$ cat src/rtl/dac_config_scheduler.sv
// dac_config_scheduler: per-DAC settings are written into shadow registers and
// applied atomically at sample boundaries. An optional channel scan steps an
// enabled DAC's channel through [scan_lo, scan_hi] every scan_dwell samples.
module dac_config_scheduler #(
  parameter int NUM_DAC = 8,
  parameter int MS_WAIT = 99
) (
  input  logic                   dataclk,
  input  logic                   reset_n,
  input  logic [31:0]            main_state,
  input  logic [5:0]             channel,
  input  logic                   cfg_wr_en,
  input  logic [2:0]             cfg_wr_dac,
  input  logic [1:0]             cfg_wr_field,
  input  logic [15:0]            cfg_wr_data,
  input  logic                   commit_req,
  output logic                   commit_pending,
  output logic                   commit_ack,
  input  logic [NUM_DAC-1:0]     scan_en,
  input  logic [4:0]             scan_lo,
  input  logic [4:0]             scan_hi,
  input  logic [15:0]            scan_dwell,
  output logic                   sample_tick,
  output logic [NUM_DAC-1:0]     dac_en,
  output logic [4*NUM_DAC-1:0]   dac_stream,
  output logic [5*NUM_DAC-1:0]   dac_channel,
  output logic [16*NUM_DAC-1:0]  dac_thrsh,
  output logic [NUM_DAC-1:0]     dac_thrsh_pol
);

  // Shadow (host-written) settings
  logic [NUM_DAC-1:0]    sh_en_q,     sh_en_d;
  logic [4*NUM_DAC-1:0]  sh_stream_q, sh_stream_d;
  logic [5*NUM_DAC-1:0]  sh_ch_q,     sh_ch_d;
  logic [16*NUM_DAC-1:0] sh_thrsh_q,  sh_thrsh_d;
  logic [NUM_DAC-1:0]    sh_pol_q,    sh_pol_d;

  // Active (output) settings
  logic [NUM_DAC-1:0]    act_en_q,     act_en_d;
  logic [4*NUM_DAC-1:0]  act_stream_q, act_stream_d;
  logic [5*NUM_DAC-1:0]  act_ch_q,     act_ch_d;
  logic [16*NUM_DAC-1:0] act_thrsh_q,  act_thrsh_d;
  logic [NUM_DAC-1:0]    act_pol_q,    act_pol_d;

  // Control state
  logic        bnd_q, tick_q, tick_d;
  logic        pending_q, pending_d;
  logic        ack_q, ack_d;
  logic [15:0] cnt_q, cnt_d;

  logic bnd;
  logic apply;
  logic step;

  assign bnd   = (main_state == 32'(MS_WAIT)) && (channel == '0);
  assign tick_d = bnd && !bnd_q;
  assign apply = tick_q && pending_q;
  // Counter compares with >= so a dwell shortened below the current count still wraps promptly
  assign step  = tick_q && !apply && (scan_dwell != '0) && (cnt_q >= scan_dwell - 16'd1);

  // Shadow register write decode; out-of-range DAC indices match no loop entry
  always_comb begin
    sh_en_d     = sh_en_q;
    sh_stream_d = sh_stream_q;
    sh_ch_d     = sh_ch_q;
    sh_thrsh_d  = sh_thrsh_q;
    sh_pol_d    = sh_pol_q;
    if (cfg_wr_en) begin
      for (int unsigned d = 0; d < NUM_DAC; d++) begin
        if (32'(cfg_wr_dac) == d) begin
          case (cfg_wr_field)
            2'd0: begin
              sh_en_d[d]          = cfg_wr_data[15];
              sh_stream_d[4*d +: 4] = cfg_wr_data[8:5];
              sh_ch_d[5*d +: 5]     = cfg_wr_data[4:0];
            end
            2'd1:    sh_thrsh_d[16*d +: 16] = cfg_wr_data;
            2'd2:    sh_pol_d[d] = cfg_wr_data[0];
            default: ;
          endcase
        end
      end
    end
  end

  // Commit handshake and dwell counter; a request in an apply cycle re-arms for the next tick
  always_comb begin
    pending_d = commit_req || (pending_q && !apply);
    ack_d     = apply;
    cnt_d     = cnt_q;
    if (apply) begin
      cnt_d = '0;
    end else if (tick_q && (scan_dwell != '0)) begin
      cnt_d = step ? '0 : cnt_q + 16'd1;
    end
  end

  // Active settings: commit copies shadows (taking priority over a scan step)
  always_comb begin
    act_en_d     = act_en_q;
    act_stream_d = act_stream_q;
    act_ch_d     = act_ch_q;
    act_thrsh_d  = act_thrsh_q;
    act_pol_d    = act_pol_q;
    if (apply) begin
      act_en_d     = sh_en_q;
      act_stream_d = sh_stream_q;
      act_ch_d     = sh_ch_q;
      act_thrsh_d  = sh_thrsh_q;
      act_pol_d    = sh_pol_q;
    end else if (step) begin
      for (int unsigned d = 0; d < NUM_DAC; d++) begin
        if (scan_en[d] && act_en_q[d]) begin
          if ((scan_lo > scan_hi) || (act_ch_q[5*d +: 5] >= scan_hi) ||
              (act_ch_q[5*d +: 5] < scan_lo)) begin
            act_ch_d[5*d +: 5] = scan_lo;
          end else begin
            act_ch_d[5*d +: 5] = act_ch_q[5*d +: 5] + 5'd1;
          end
        end
      end
    end
  end

  // State registers with synchronous active-low reset
  always_ff @(posedge dataclk) begin
    if (!reset_n) begin
      sh_en_q      <= '0;
      sh_stream_q  <= '0;
      sh_ch_q      <= '0;
      sh_thrsh_q   <= '0;
      sh_pol_q     <= '0;
      act_en_q     <= '0;
      act_stream_q <= '0;
      act_ch_q     <= '0;
      act_thrsh_q  <= '0;
      act_pol_q    <= '0;
      bnd_q        <= 1'b0;
      tick_q       <= 1'b0;
      pending_q    <= 1'b0;
      ack_q        <= 1'b0;
      cnt_q        <= '0;
    end else begin
      sh_en_q      <= sh_en_d;
      sh_stream_q  <= sh_stream_d;
      sh_ch_q      <= sh_ch_d;
      sh_thrsh_q   <= sh_thrsh_d;
      sh_pol_q     <= sh_pol_d;
      act_en_q     <= act_en_d;
      act_stream_q <= act_stream_d;
      act_ch_q     <= act_ch_d;
      act_thrsh_q  <= act_thrsh_d;
      act_pol_q    <= act_pol_d;
      bnd_q        <= bnd;
      tick_q       <= tick_d;
      pending_q    <= pending_d;
      ack_q        <= ack_d;
      cnt_q        <= cnt_d;
    end
  end

  assign commit_pending = pending_q;
  assign commit_ack     = ack_q;
  assign sample_tick    = tick_q;
  assign dac_en         = act_en_q;
  assign dac_stream     = act_stream_q;
  assign dac_channel    = act_ch_q;
  assign dac_thrsh      = act_thrsh_q;
  assign dac_thrsh_pol  = act_pol_q;

endmodule

$ cat config.mk
export PLATFORM = sky130hd
export DESIGN_NAME = dac_config_scheduler
export DESIGN_NICKNAME = d
export VERILOG_FILES = /design/src/rtl/dac_config_scheduler.sv
export SDC_FILE = /design/constraint.sdc
export NUM_CORES = 1
export LEC_CHECK = 0
export CAP_MARGIN = 20
export CORE_ASPECT_RATIO = 0.8
export CORE_MARGIN = 2
export CORE_UTILIZATION = 29
export CTS_CLUSTER_SIZE = 12
export DETAILED_ROUTE_END_ITERATION = 10
export GPL_ROUTABILITY_DRIVEN = 0
export PLACE_DENSITY = 0.51
export RECOVER_POWER = 100
export REMOVE_ABC_BUFFERS = 1
export SYNTH_ARGS = -nofsm -noshare
export SYNTH_HDL_FRONTEND = slang
export SYNTH_SLANG_ARGS = --single-unit
$ cat constraint.sdc
create_clock -name dataclk -period 4.5 [get_ports dataclk]
set_input_delay 0.9 -clock dataclk [delete_from_list [all_inputs] [get_ports dataclk]]
set_output_delay 0.9 -clock dataclk [all_outputs]
set_load 0.005 [all_outputs]
==> results.sh <==
export IMPL_status="complete, but fails checks"
export IMPL_violations="capacitance limit, slew limit"
export IMPL_tritoncts="done"
export IMPL_leakage_nw=9.87
export IMPL_peakVddDrop_uv=247
export IMPL_clockBufferDepth=3
export IMPL_fin_nets=2858
export IMPL_cts_hold_buf=0
export IMPL_whs_ns=0.394
export IMPL_numPortBuffers=315
export IMPL_fmax_mhz=229
export IMPL_hold_viol=0
export IMPL_rsz0062_at_grt="false"
export IMPL_worst_ep_arrival_time_ns=4.82
export IMPL_yosysUniqueCellTypes=53
export IMPL_end_kind="flop"
export IMPL_synth_common_cells="nand2_1 (678), dfxtp_1 (452), a21boi_0 (319)"
export IMPL_first_iter_violations=1082
export IMPL_cap_viol_max_count=1
export IMPL_drcViolationCount=0
export IMPL_ys_async_sr_fraction=0
export IMPL_fp_row_count=87
export IMPL_htree_levels=2
export IMPL_ios=316
export IMPL_ant_nets=0
export IMPL_drt_wirelength_per_cell_um=18.4
export IMPL_pwr_share_seq=0.476
export IMPL_crit_type="primary input to flop"
export IMPL_num_fill_cells=7037
export IMPL_clk_latency_ns=0.58
export IMPL_gr_usage_all_layers=0.178
export IMPL_setup_viol=0
export IMPL_synth_top_cell_area_share=0.443
export IMPL_cts_sinks=452
export IMPL_startpoint_type="primary input"
export IMPL_ys_seq_elements=452
export IMPL_dieArea_um2=72600
export IMPL_synth_flop_cell="dfxtp_1"
export IMPL_drv_slew=76
export IMPL_die_h_um=241
export IMPL_tightestPinTransition_ns=1.60
export IMPL_period_needed_ns=4.37
export IMPL_via_per_inst=4.84
export IMPL_crit_required_ns=4.95
export IMPL_skew_ns=0.0160
export IMPL_grt_pass1_wl_um=101000
export IMPL_grt_max_degree=282
export IMPL_drive_gt1_frac=0.0624
export IMPL_initial_core_util=0.291
export IMPL_vias=17600
export IMPL_yosysWarnings=0
export IMPL_switching_share=0.233
export IMPL_syn_inst=2371
export IMPL_dp_hpwl_um=45400
export IMPL_cts_buffers=48
export IMPL_synth_edff_count=0
export IMPL_p_total_mw=8.45
export IMPL_powerDensity_nw_per_um2=320
export IMPL_antenna_found_initial=7
export IMPL_pwr_share_comb=0.059
export IMPL_root_buffer="clkbuf_16"
export IMPL_p_int_mw=6.48
export IMPL_synthToLayoutAreaGrowth_pct=29.2
export IMPL_grt_pass1_vias=17200
export IMPL_synthTopCellsByArea="dfxtp_1 (44%), nand2_1 (12%), a21boi_0 (12%)"
export IMPL_timing_slew_headroom=-0.0688
export IMPL_ys_seq_area_frac=0.443
export IMPL_critPathMaxFanout=5
export IMPL_overflow=0
export IMPL_firstDrtPassIters=5
export IMPL_synth_most_common_cell="nand2_1"
export IMPL_pwr_share_clk=0.465
export IMPL_min_period_over_period=0.971
export IMPL_synth_top_area_cell="dfxtp_1"
export IMPL_hold_path_class="flop to flop"
export IMPL_synthesis_area_um2=20400
export IMPL_routed_wl_um=66800
export IMPL_avgSynthCellArea_um2=8.62
export IMPL_die_w_um=301
export IMPL_clk_pin_slew_ns=0.07
export IMPL_net_switching_power_mw=1.97
export IMPL_design_core_area_um2=70100
==> worst max-delay path, stage by stage <==
cell	delay (ns)
dlymetal6s2s_1	0.13
or3_4	0.39
or4_4	0.49
or3b_1	0.38
or2_4	0.28
nor4_4	0.23
xnor2_1	0.11
ha_1	0.31
nand4_1	0.15
nor4_2	0.37
a21o_2	0.28
buf_12	0.16
o21ai_2	0.08
clkbuf_1	0.16
a32oi_1	0.22
o21ai_0	0.15
==> metrics by stage <==
step                setup TNS, ns   util  cells  area (µm²)  worst slack (ns)
floorplan                  -17.55      -   2214       19800            -0.409
global placement           -22.08  0.354   3538       24800            -0.510
detailed placement         -31.46  0.354   3538       24800            -0.674
CTS                             0  0.376   3621       26300            0.0168
global route                    0  0.377   3627       26400            0.0300
finish                          0  0.377   3628       26400             0.132
==> cell type report <==
class	count	area, µm²	area share
antenna	3	7.51	0.000284
clock inverter	9	110	0.00417
sequential	452	9050	0.343
inverter	24	90.1	0.00341
multi-input combinational	1738	10800	0.408
timing repair buffer	394	3810	0.145
clock buffer	74	1400	0.0530
tap	934	1170	0.0443
==> sequential cells by signal, summed over array words and instances, names as in the netlist, 8 cells and up <==
signal / cells
dac_stream: 32
dac_thrsh_pol: 8
dac_en: 8
sh_en_q: 8
dac_channel: 40
sh_stream_q: 32
sh_ch_q: 40
sh_thrsh_q: 128
dac_thrsh: 128
sh_pol_q: 8
cnt_q: 16
==> layout by cell type (no fill, tap or decap), types with 18 or more instances in the layout <==
cell type	synthesis	routed
o21ai_0	62	51
a21boi_0	319	331
xnor2_1	38	38
mux2i_1	92	92
nand3_1	57	57
dlygate4sd3_1	0	223
dfxtp_1	452	452
clkbuf_16	0	50
inv_1	23	23
a32oi_1	32	31
nand2b_1	18	18
clkbuf_1	144	28
a21oi_1	26	26
nor2_1	36	36
buf_4	6	59
nor3_1	22	20
nand2_1	678	677
nor2b_1	65	65
ha_1	103	103
clkdlybuf4s50_1	0	87
==> kinds of logic after synthesis <==
family,after synthesis,share of synthesized area
AOI/OAI and AO/OA,537,0.188
xor gates and xnor gates,52,0.0223
adders and majority gates,103,0.0631
buffers and inverters,181,0.0344
DFF,452,0.443
muxes,92,0.0451
and+or+nand+nor,954,0.204
==> repair_timing <==
action	4_1_cts	5_1_grt
endpoints found under the setup margin	6	51
resized for setup	1	32
pin swaps	1	14
endpoints found under the hold margin	0	0
gates cloned	0	1
setup buffers	0	1
==> power by group through the flow <==
| stage | clock network, mW | logic (mW) | registers (mW) |
|---|---|---|---|
| floorplan | 0 | 0.181 | 4.11 |
| global placement | 0 | 0.479 | 4.11 |
| detailed placement | 0 | 0.490 | 4.11 |
| CTS | 4.05 | 0.492 | 4.03 |
| global route | 4.22 | 0.533 | 4.02 |
| finish | 3.93 | 0.495 | 4.03 |
==> per-layer routing <==
metal | GRT usage | wire length [µm]
met4 | 0.0467 | 1470
met2 | 0.279 | 29500
met5 | 0 | 38
met3 | 0.0341 | 3280
met1 | 0.248 | 32600
==> path summary, 6_finish.rpt <==
path | from | end | slack (ns) | cells past startpoint
setup / recovery | scan_dwell[2] | dac_channel[38] | 0.13 | 16
hold / removal | bnd_q | sample_tick | 0.39 | 1
setup reg to reg | commit_pending | dac_thrsh[78] | 0.87 | 4
hold reg to reg | bnd_q | sample_tick | 0.39 | 1
Note: power is estimated with default switching activity, not from simulation.
